**src/rtl/pep_common_param_pkg.sv**
```systemverilog
// Shared PBS-engine sizing constants: PID slot count, PID width and LWE dimension.
package pep_common_param_pkg;
  localparam int TOTAL_PBS_NB = 8;
  localparam int PID_W        = $clog2(TOTAL_PBS_NB);
  localparam int LWE_K        = 3;
endpackage

```
**src/rtl/pep_mmacc_common_param_pkg.sv**
```systemverilog
// MMACC-level types: per-PID body-RAM slot state and correction counter width.
package pep_mmacc_common_param_pkg;
  import pep_common_param_pkg::*;

  typedef enum logic [1:0] {
    SLOT_IDLE = 2'd0,
    SLOT_WAIT = 2'd1,
    SLOT_PEND = 2'd2
  } boram_slot_e;

  localparam int BORAM_SCHED_CNT_W = $clog2(LWE_K + 1);

  function automatic int boram_sched_cnt_w(input int corr_nb);
    return $clog2(corr_nb + 1);
  endfunction
endpackage

```
**src/rtl/pep_mmacc_boram_sched_pid_fifo.sv**
```systemverilog
// Register-based PID FIFO; push and pop may happen in the same cycle, even when full.
module pep_mmacc_boram_sched_pid_fifo #(
  parameter int DEPTH = 8,
  parameter int W     = 3
) (
  input  logic         clk,
  input  logic         s_rst_n,
  input  logic         push,
  input  logic [W-1:0] push_data,
  input  logic         pop,
  output logic [W-1:0] head,
  output logic         empty,
  output logic         full
);
  localparam int PTR_W = (DEPTH > 1) ? $clog2(DEPTH) : 1;
  localparam int CNT_W = $clog2(DEPTH + 1);
  localparam logic [PTR_W-1:0] LAST_PTR = PTR_W'(DEPTH - 1);
  localparam logic [CNT_W-1:0] FULL_CNT = CNT_W'(DEPTH);

  logic [W-1:0]     mem_q [DEPTH];
  logic [W-1:0]     mem_d [DEPTH];
  logic [PTR_W-1:0] rd_ptr_q, rd_ptr_d;
  logic [PTR_W-1:0] wr_ptr_q, wr_ptr_d;
  logic [CNT_W-1:0] cnt_q, cnt_d;
  logic             do_push, do_pop;

  always_comb begin
    // NOTE: every _d takes its _q value first so no branch leaves it unassigned (no latch).
    mem_d    = mem_q;
    rd_ptr_d = rd_ptr_q;
    wr_ptr_d = wr_ptr_q;
    do_pop   = pop && (cnt_q != '0);
    do_push  = push && ((cnt_q != FULL_CNT) || do_pop);
    if (do_push) begin
      mem_d[wr_ptr_q] = push_data;
      wr_ptr_d = (wr_ptr_q == LAST_PTR) ? '0 : wr_ptr_q + PTR_W'(1);
    end
    if (do_pop) begin
      rd_ptr_d = (rd_ptr_q == LAST_PTR) ? '0 : rd_ptr_q + PTR_W'(1);
    end
    cnt_d = cnt_q + CNT_W'(do_push) - CNT_W'(do_pop);
  end

  // NOTE: sequential state is updated with <= only, so every flop sees pre-edge values.
  always_ff @(posedge clk) begin
    if (!s_rst_n) begin
      rd_ptr_q <= '0;
      wr_ptr_q <= '0;
      cnt_q    <= '0;
    end else begin
      rd_ptr_q <= rd_ptr_d;
      wr_ptr_q <= wr_ptr_d;
      cnt_q    <= cnt_d;
    end
  end

  // NOTE: storage is deliberately not reset; the occupancy count alone says which entries are valid.
  always_ff @(posedge clk) begin
    mem_q <= mem_d;
  end

  assign head  = mem_q[rd_ptr_q];
  assign empty = (cnt_q == '0);
  assign full  = (cnt_q == FULL_CNT);
endmodule

```
**src/rtl/pep_mmacc_boram_sched.sv**
```systemverilog
// Body-RAM read scheduler: issues reads in first-body-write order once all corrections land.
// Optional sticky protocol checker enabled by PEP_MMACC_BORAM_SCHED_ERR_EN.
module pep_mmacc_boram_sched
  import pep_common_param_pkg::*;
  import pep_mmacc_common_param_pkg::*;
#(
  parameter int PBS_NB  = TOTAL_PBS_NB,
  parameter int CORR_NB = LWE_K
) (
  input  logic              clk,
  input  logic              s_rst_n,
  input  logic              ks_boram_wr_en,
  input  logic [PID_W-1:0]  ks_boram_wr_pid,
  input  logic              ks_boram_wr_parity,
  input  logic              seq_boram_corr_wr_en,
  input  logic [PID_W-1:0]  seq_boram_corr_wr_pid,
  output logic              boram_rd_vld,
  input  logic              boram_rd_rdy,
  output logic [PID_W-1:0]  boram_rd_pid,
  output logic              boram_rd_parity,
  input  logic              boram_sxt_data_vld,
  input  logic              boram_sxt_data_rdy,
  output logic [PBS_NB-1:0] sched_pid_busy,
  output logic              sched_error
);
  localparam int CNT_W = boram_sched_cnt_w(CORR_NB);
  localparam logic [CNT_W-1:0] CORR_CNT = CNT_W'(CORR_NB);

  boram_slot_e      state_q [PBS_NB];
  boram_slot_e      state_d [PBS_NB];
  logic [CNT_W-1:0] cnt_q   [PBS_NB];
  logic [CNT_W-1:0] cnt_d   [PBS_NB];
  logic             par_q   [PBS_NB];
  logic             par_d   [PBS_NB];

  logic             rd_vld_q, rd_vld_d;
  logic [PID_W-1:0] rd_pid_q, rd_pid_d;
  logic             rd_parity_q, rd_parity_d;

  logic [PID_W-1:0] ord_head, out_head;
  logic             ord_empty, ord_full, out_empty, out_full;
  logic             load, fire, cpl, cpl_ok, ks_push;

  assign fire   = rd_vld_q && boram_rd_rdy;
  assign cpl    = boram_sxt_data_vld && boram_sxt_data_rdy;
  assign cpl_ok = cpl && !out_empty;
  // The output register is a pipeline stage: it refills from the order head whenever it frees up.
  assign load   = !ord_empty && (cnt_q[ord_head] == CORR_CNT) && (!rd_vld_q || boram_rd_rdy);

  always_comb begin
    state_d     = state_q;
    cnt_d       = cnt_q;
    par_d       = par_q;
    rd_vld_d    = rd_vld_q;
    rd_pid_d    = rd_pid_q;
    rd_parity_d = rd_parity_q;
    ks_push     = 1'b0;

    if (fire) begin
      rd_vld_d           = 1'b0;
      state_d[rd_pid_q]  = SLOT_PEND;
      par_d[rd_pid_q]    = ~par_q[rd_pid_q];
    end
    if (load) begin
      rd_vld_d    = 1'b1;
      rd_pid_d    = ord_head;
      rd_parity_d = par_q[ord_head];
    end
    // Completion is applied before same-cycle correction and body writes to the same PID.
    if (cpl_ok) begin
      state_d[out_head] = SLOT_IDLE;
      cnt_d[out_head]   = '0;
    end
    if (seq_boram_corr_wr_en && (cnt_d[seq_boram_corr_wr_pid] != CORR_CNT)) begin
      cnt_d[seq_boram_corr_wr_pid] = cnt_d[seq_boram_corr_wr_pid] + CNT_W'(1);
    end
    if (ks_boram_wr_en && (state_d[ks_boram_wr_pid] == SLOT_IDLE)) begin
      state_d[ks_boram_wr_pid] = SLOT_WAIT;
      ks_push                  = 1'b1;
    end
  end

  always_ff @(posedge clk) begin
    if (!s_rst_n) begin
      for (int i = 0; i < PBS_NB; i++) begin
        state_q[i] <= SLOT_IDLE;
        cnt_q[i]   <= '0;
        par_q[i]   <= 1'b0;
      end
      rd_vld_q    <= 1'b0;
      rd_pid_q    <= '0;
      rd_parity_q <= 1'b0;
    end else begin
      state_q     <= state_d;
      cnt_q       <= cnt_d;
      par_q       <= par_d;
      rd_vld_q    <= rd_vld_d;
      rd_pid_q    <= rd_pid_d;
      rd_parity_q <= rd_parity_d;
    end
  end

  pep_mmacc_boram_sched_pid_fifo #(.DEPTH(PBS_NB), .W(PID_W)) u_order_fifo (
    .clk       (clk),
    .s_rst_n   (s_rst_n),
    .push      (ks_push),
    .push_data (ks_boram_wr_pid),
    .pop       (load),
    .head      (ord_head),
    .empty     (ord_empty),
    .full      (ord_full)
  );

  pep_mmacc_boram_sched_pid_fifo #(.DEPTH(PBS_NB), .W(PID_W)) u_outstanding_fifo (
    .clk       (clk),
    .s_rst_n   (s_rst_n),
    .push      (fire),
    .push_data (rd_pid_q),
    .pop       (cpl_ok),
    .head      (out_head),
    .empty     (out_empty),
    .full      (out_full)
  );

  always_comb begin
    for (int i = 0; i < PBS_NB; i++) begin
      sched_pid_busy[i] = (state_q[i] != SLOT_IDLE);
    end
  end

  assign boram_rd_vld    = rd_vld_q;
  assign boram_rd_pid    = rd_pid_q;
  assign boram_rd_parity = rd_parity_q;

  // Body parity is carried by the write itself; occupancy flags cannot overflow by construction.
  logic unused_sigs;
  assign unused_sigs = ^{ks_boram_wr_parity, ord_full, out_full};

`ifdef PEP_MMACC_BORAM_SCHED_ERR_EN
  logic             err_q, err_d;
  logic [CNT_W-1:0] corr_pre;

  always_comb begin
    corr_pre = cnt_q[seq_boram_corr_wr_pid];
    if (cpl_ok && (out_head == seq_boram_corr_wr_pid)) corr_pre = '0;
    err_d = err_q;
    if (ks_boram_wr_en && (state_d[ks_boram_wr_pid] == SLOT_PEND)) err_d = 1'b1;
    if (seq_boram_corr_wr_en && (corr_pre == CORR_CNT))            err_d = 1'b1;
    if (cpl && out_empty)                                          err_d = 1'b1;
  end

  always_ff @(posedge clk) begin
    if (!s_rst_n) err_q <= 1'b0;
    else          err_q <= err_d;
  end

  assign sched_error = err_q;
`else
  assign sched_error = 1'b0;
`endif
endmodule

```
**config.mk**
```make
export PLATFORM = sky130hd
export DESIGN_NAME = pep_mmacc_boram_sched
export DESIGN_NICKNAME = d
export VERILOG_FILES = /design/src/rtl/pep_common_param_pkg.sv /design/src/rtl/pep_mmacc_common_param_pkg.sv /design/src/rtl/pep_mmacc_boram_sched_pid_fifo.sv /design/src/rtl/pep_mmacc_boram_sched.sv
export SDC_FILE = /design/constraint.sdc
export NUM_CORES = 1
export LEC_CHECK = 0
export BUFFER_PORTS_ARGS = -buffer_cell sky130_fd_sc_hd__buf_2
export CELL_PAD_IN_SITES_DETAIL_PLACEMENT = 1
export CELL_PAD_IN_SITES_GLOBAL_PLACEMENT = 2
export CORE_MARGIN = 2
export CORE_UTILIZATION = 44
export CTS_CLUSTER_DIAMETER = 30
export DETAILED_ROUTE_END_ITERATION = 6
export GPL_ROUTABILITY_DRIVEN = 0
export PLACE_DENSITY = 0.9
export SETUP_SLACK_MARGIN = 0.05
export SYNTH_ARGS = -nofsm -noshare
export SYNTH_HDL_FRONTEND = slang
export SYNTH_HIERARCHICAL = 1
export SYNTH_SLANG_ARGS = --single-unit
```
**constraint.sdc**
```tcl
create_clock -name clk -period 13.6 [get_ports clk]
set_input_delay 1.36 -clock clk [delete_from_list [all_inputs] [get_ports clk]]
set_output_delay 1.36 -clock clk [all_outputs]
set_load 0.02 [all_outputs]
```
* After elaboration in Yosys (flattened, before gate mapping)
Cells that the tools add are included.
Widths: inputs -> output; s select.
** Word-level totals
- Register bits after elaboration :: 113
- Input port bits :: 14
- Output and inout port bits :: 14
- Logic and storage cells :: 188
** Cells by class
- Add/sub/neg operators :: 9
- Order comparisons :: 15
- Equality and inequality tests :: 8
- Mux-type cells :: 51
- Bitwise logic cells :: 19
- Reduce and logical (&&, ||, !) cells :: 37
** Operators with widths (count)
- $mux 16 :: 5
- $bwmux 24 :: 2
- $ge 4x4->1 const B :: 9
- $not 3->4 :: 9
- $and 16x16->16 :: 2
- $mux 3 :: 10
- $demux 2 s3 :: 4
- $lt 4x1->1 const B :: 6
- $mux 2 :: 10
- $bmux 2 s3 :: 3
- $bmux 3 s3 :: 2
- $demux 3 s3 :: 2
- $reduce_bool 2->1 :: 9
- $logic_and 1x1->1 :: 17
- $and 8x8->8 :: 2
- $bwmux 16 :: 1
- $not 16->16 :: 1
- $not 8->8 :: 2
- $or 8x8->8 :: 2
- $add 3x1->3 const B :: 4
- $eq 3x3->1 const B :: 4
- $add 4x1->4 :: 2
- $bwmux 8 :: 1
- $logic_not 4->1 :: 2
- 13 further kinds :: 28

* Depth between registers and ports, before layout
- Depth in word-level cells :: 21
- Depth in mapped cells :: 17
- Mapped depth without buffers :: 16

* Hierarchy
The synthesis kept the hierarchy.
** By module, submodules not included
- pep_mmacc_boram_sched :: times used 1, cells an instance 327, area an instance 2647.5 um^2, seq. area each 900.9 um^2
- pep_mmacc_boram_sched_pid_fifo at u_order_fifo :: times used 1, cells an instance 119, area an instance 1645.3 um^2, seq. area each 920.9 um^2
- pep_mmacc_boram_sched_pid_fifo at u_outstanding_fifo :: times used 1, cells an instance 119, area an instance 1641.6 um^2, seq. area each 920.9 um^2

* Worst setup path before layout
No wires, ideal clock.
- Path kind :: input-to-reg
- Start point :: input port ks_boram_wr_pid[2]
- End point :: register u_order_fifo.cnt_q[2]
- Library setup time :: 115 ps
- Data arrival time :: 4257 ps
- Required time :: 13485 ps
- Path slack :: 9228 ps
- Stages :: 13
- Path buffers :: 1
- Cell sequence :: clkbuf_1 -> and3_1 -> nor3b_1 -> nor4_4 -> inv_1 -> a2111oi_2 -> o21ai_2 -> ha_1 -> inv_1 -> ha_1 -> fa_1 -> xor2_1 -> and2_1
** Between the ends
- Longest elaborated chain between the ends :: 10
** RTL lines
- start: declaration :: line pep_mmacc_boram_sched.sv:13 : input logic [PID_W-1:0] ks_boram_wr_pid,
- $not 3->4 (implied by the code) :: line pep_mmacc_boram_sched.sv:77 : if (ks_boram_wr_en && (state_d[ks_boram_wr_pid] == SLOT_IDLE)) begin
- $bmux 2 s3 :: line pep_mmacc_boram_sched.sv:77
- $mux 2 (implied by the code) (2 in a row) :: line pep_mmacc_boram_sched.sv:77
- $logic_not 2->1 :: line pep_mmacc_boram_sched.sv:77
- $logic_and 1x1->1 :: line pep_mmacc_boram_sched.sv:77
- $mux 1 :: line pep_mmacc_boram_sched.sv:77
- net ks_push :: line pep_mmacc_boram_sched.sv:42 : logic load, fire, cpl, cpl_ok, ks_push;
- $logic_and 1x1->1 :: line pep_mmacc_boram_sched_pid_fifo.sv:33 : do_push = push && ((cnt_q != FULL_CNT) || do_pop);
- $add 4x1->4 :: line pep_mmacc_boram_sched_pid_fifo.sv:41 : cnt_d = cnt_q + CNT_W'(do_push) - CNT_W'(do_pop);
- $sub 4x1->4 :: line pep_mmacc_boram_sched_pid_fifo.sv:41
- end signal: assignment :: line pep_mmacc_boram_sched_pid_fifo.sv:53 : cnt_q <= cnt_d;
- end: declaration :: line pep_mmacc_boram_sched_pid_fifo.sv:24 : logic [CNT_W-1:0] cnt_q, cnt_d;
The timed path passes the listed nets, and every way through them passes these cells. The select of a mux whose other input is x is not followed.
A chain may end at the register's enable or synchronous reset.

* Final worst setup path
- Start point :: register u_outstanding_fifo.rd_ptr_q[0]
- End point :: register u_order_fifo.cnt_q[2]
** Between the ends
- Longest elaborated chain between the ends :: 21
- Elaborated cells on any way between the ends :: 22
- Classes of those cells :: add/sub (2); order compare (2); mux (10); bitwise (4); reduce/logical (4)
** RTL lines
- start: declaration :: line pep_mmacc_boram_sched_pid_fifo.sv:22 : logic [PTR_W-1:0] rd_ptr_q, rd_ptr_d;
- start signal: assignment :: line pep_mmacc_boram_sched_pid_fifo.sv:51 : rd_ptr_q <= rd_ptr_d;
- $not 3->4 (implied by the code) * :: line pep_mmacc_boram_sched_pid_fifo.sv:62 : assign head = mem_q[rd_ptr_q];
- $bmux 3 s3 * :: line pep_mmacc_boram_sched_pid_fifo.sv:62
- $mux 3 (implied by the code) * (2 in a row) :: line pep_mmacc_boram_sched_pid_fifo.sv:62
- net out_head[1] :: line pep_mmacc_boram_sched.sv:40 : logic [PID_W-1:0] ord_head, out_head;
- $not 3->4 (implied by the code) * :: line pep_mmacc_boram_sched.sv:71 : state_d[out_head] = SLOT_IDLE;
- $ge 4x4->1 (implied by the code) / $lt 4x1->1 (equally long branches) :: line pep_mmacc_boram_sched.sv:71
- $logic_and 1x1->1 (implied by the code) :: line pep_mmacc_boram_sched.sv:71
- $mux 2 (implied by the code) :: line pep_mmacc_boram_sched.sv:71
- (+5 left out)
- $mux 2 (implied by the code) * (2 in a row) :: line pep_mmacc_boram_sched.sv:77
- $logic_not 2->1 * :: line pep_mmacc_boram_sched.sv:77
- $logic_and 1x1->1 * :: line pep_mmacc_boram_sched.sv:77
- $mux 1 * :: line pep_mmacc_boram_sched.sv:77
- net ks_push :: line pep_mmacc_boram_sched.sv:42
- $logic_and 1x1->1 * :: line pep_mmacc_boram_sched_pid_fifo.sv:33
- $add 4x1->4 * :: line pep_mmacc_boram_sched_pid_fifo.sv:41
- $sub 4x1->4 * :: line pep_mmacc_boram_sched_pid_fifo.sv:41
The timed path passes the listed nets; every way through them passes the cells marked *. The select of a mux whose other input is x is not followed.

==> results.yml <==
clocking:
  holdBufCountCts: 0
  cts-root-buf: "clkbuf_16"
  cts.repair.resized: 0
  clockBufferDepth: 2
  htreeDepth: 4
  path_clk_slew_ps: 60
  cts_sinks: 113
  clk_latency_ps: 410
  post_cts_buffers: 0
  cts_tree: "done"
  cts_made_buffers: 17
pwr:
  cellLeakagePower_nw: 2.47
  ir_drop_v: 0.000113
  p_per_area_mw_per_mm2: 133
timing:
  fmaxAchievable_ghz: 0.185
  final-hold-violation-count: 0
  finalSetupViolCount: 0
  skew_ps: 9.27
  drv_slew: 0
  period_needed_ps: 5410
  rsz0062_at_grt: "false"
  fin_ws_ps: 8190
  relSlewSlack_pct: 36.7
  tns_ps: 0
  tightest_slew_ps: 948
  min_period_over_period_pct: 39.8
  whs_ps: 468
synthesis:
  synth_cell_types: 67
  ys_ff_latch: 113
  avgSynthCellArea_um2: 10.5
  synthArstFlopShare_pct: 0
  netlist_instances: 565
  synth_warnings: 6
  synth_edf_count: 48
  syn-num-nets: 602
  ys_seq_area_share_pct: 46.2
  synth_area_mm2: 0.00593
  yosys_most_used_dff: "dfxtp_1"
floorplanning:
  start_util_pct: 45.0
  die_h_um: 120
  coreArea_mm2: 0.0132
  dieWidth_um: 120
  io_pins: 28
  die_area_mm2: 0.0144
  rows: 42
routing:
  drt-initial-drc-count: 306
  routed_wl_mm: 14.8
  remaining_drc_errors: 0
  post_drt_wl_per_cell_um: 19.2
  via_per_inst: 5.78
  detailroute.via_count: 4442
  antenna_left: 0
  first_pass_iters: 4
placed_design:
  hpwl_mm: 10.7
  portBuffers: 25
  dpl_worst_slack_ps: 8160
  place_area_mm2: 0.00614
layout:
  syn2layout_area_growth_pct: 13.5
  fill_cells: 1443
  antenna_cells: 0
  final_util_pct: 51.1
  layout.nets: 617
  drive_above_1_share_pct: 15.0
  fin_area_mm2: 0.00673
grt:
  grt_overflow: 0
  grt_max_degree: 88
  grt_pass1_wl_mm: 24.1
  track_usage_pct: 21.8
  antenna_found_initial: 0
  grt_pass1_vias: 4675
setup_path:
  cp_data_arrival_time_ps: 5710
  cp-end-kind: "flop"
  worstSetupStartpointType: "flop"
  path_class: "reg -> reg"
  crit_required_ps: 13900
  cp_max_fo: 9
flow_run:
  max-cap-violations: 0
hold_path:
  hold_class: "reg -> reg"
run_status:
  status: "finished, final reports clean"
## stage by stage
stage | std cells | power, W
after detailed placement | 737 | 0.000456
after CTS | 769 | 0.000902
after floorplan | 565 | 0.000434
final | 769 | 0.000893
after global routing | 769 | 0.000928
after global placement | 737 | 0.000452
## path summary, 6_finish.rpt
path / from / end / slack, ps / cells after the start
worst max-delay path: u_outstanding_fifo/rd_ptr_q[0] / u_order_fifo/cnt_q[2] / 8190 / 14
worst min-delay path: state_q[11] / state_q[11] / 470 / 2
worst max register to register: u_outstanding_fifo/rd_ptr_q[0] / u_order_fifo/cnt_q[2] / 8190 / 14
worst min register to register: state_q[11] / state_q[11] / 470 / 2
## layout by cell type, fill, tap and decap left out, drive strengths merged, types with 19 or more instances in the layout
cell / Yosys / final
and2: 19 / 19
ha: 21 / 21
nor2: 34 / 34
nand3: 26 / 26
inv: 20 / 21
edfxtp: 48 / 48
buf: 8 / 26
o21ai: 33 / 33
nand2: 70 / 70
dfxtp: 65 / 65
## final cells by class
| class | count | area [um2] | share of cell area [%] |
|---|---|---|---|
| clock buffers | 18 | 429 | 6.37 |
| clock inverters | 14 | 166 | 2.47 |
| inverters | 20 | 75.1 | 1.11 |
| multi-input cells | 402 | 2970 | 44.1 |
| flip-flops and latches | 113 | 2740 | 40.7 |
| well taps | 176 | 220 | 3.27 |
| repair buffers | 26 | 133 | 1.97 |
## per-layer routing
metal  track usage [%]  wire [um]  vias up
li1                  -          -     2119
met1              25.4       6450     2237
met2              38.6       7670       64
met3              5.42        363       22
met4              8.24        284        0
met5                 0          0        -
## power by group
part	switching [W]	internal, W	total, W
Clock	0.000158	0.000287	0.000444
Combinational	0.0000455	0.0000314	0.0000769
Sequential	0.00000795	0.000364	0.000372
Total	0.000211	0.000682	0.000893
## synthesized netlist by cell type (3+ instances only)
cell	instances	share of area, %
o22ai_1	9	0.95
buf_6	3	0.57
a21oi_1	5	0.42
o21ai_0	29	2.4
or3_1	4	0.42
nand2b_1	14	1.5
clkbuf_1	22	1.4
nor2_1	33	2.1
buf_4	3	0.38
inv_1	20	1.3
dfxtp_1	65	22
ha_1	21	4.4
o211a_1	3	0.51
o21a_1	3	0.38
o2111ai_1	4	0.59
mux2_2	7	1.3
nand4_1	13	1.4
edfxtp_1	48	24
a32o_1	4	0.67
nand2_1	69	4.4
o31ai_1	3	0.38
mux4_1	14	6.2
or2_2	8	0.84
and2_1	19	2.0
nand3b_1	7	0.89
nand3_1	25	2.1
nor3b_1	6	0.76
o211ai_1	3	0.38
a21boi_0	8	1.0
mux2i_1	12	2.0
nor3_1	12	1.0
and3_1	5	0.53
nor2b_1	13	1.4
mux4_2	4	1.5
## worst max-delay path, cell delays in order (launching register included)
cell and delay, ps:
dfxtp_1 580, mux4_1 610, mux2_2 310, nand4bb_1 420
or3_1 610, a211oi_2 330, nand2_2 150, a2111oi_2 760
o21ai_2 250, ha_1 360, inv_1 40, ha_1 190
fa_1 380, xor2_1 150, and2_1 150
## state kept, by name, summed over array words and instances, names as in the netlist
register and count:
u_order_fifo/wr_ptr_q 3, u_order_fifo/rd_ptr_q 3, boram_rd_parity 1, cnt_q 16, u_outstanding_fifo/mem_q 24, u_order_fifo/cnt_q 4, u_outstanding_fifo/rd_ptr_q 3, u_outstanding_fifo/cnt_q 4
par_q 8, u_order_fifo/mem_q 24, state_q 16, boram_rd_vld 1, u_outstanding_fifo/wr_ptr_q 3, boram_rd_pid 3
## cell families (layout without fill, tap and decap cells)
group / Yosys count / count (layout) / share of synthesized area, %
buffers and inverters: 50 / 78 / 3.77
adder cells (fa/ha/maj): 23 / 23 / 5.10
flip-flops: 113 / 113 / 46.2
XOR/XNOR: 2 / 2 / 0.295
AO/OA/AOI/OAI: 88 / 88 / 10.5
AND/OR/NAND/NOR: 251 / 251 / 23.0
other: 1 / 1 / 0.0632
multiplexers: 37 / 37 / 11.1
Note: power is estimated with default switching activity, not from simulation.
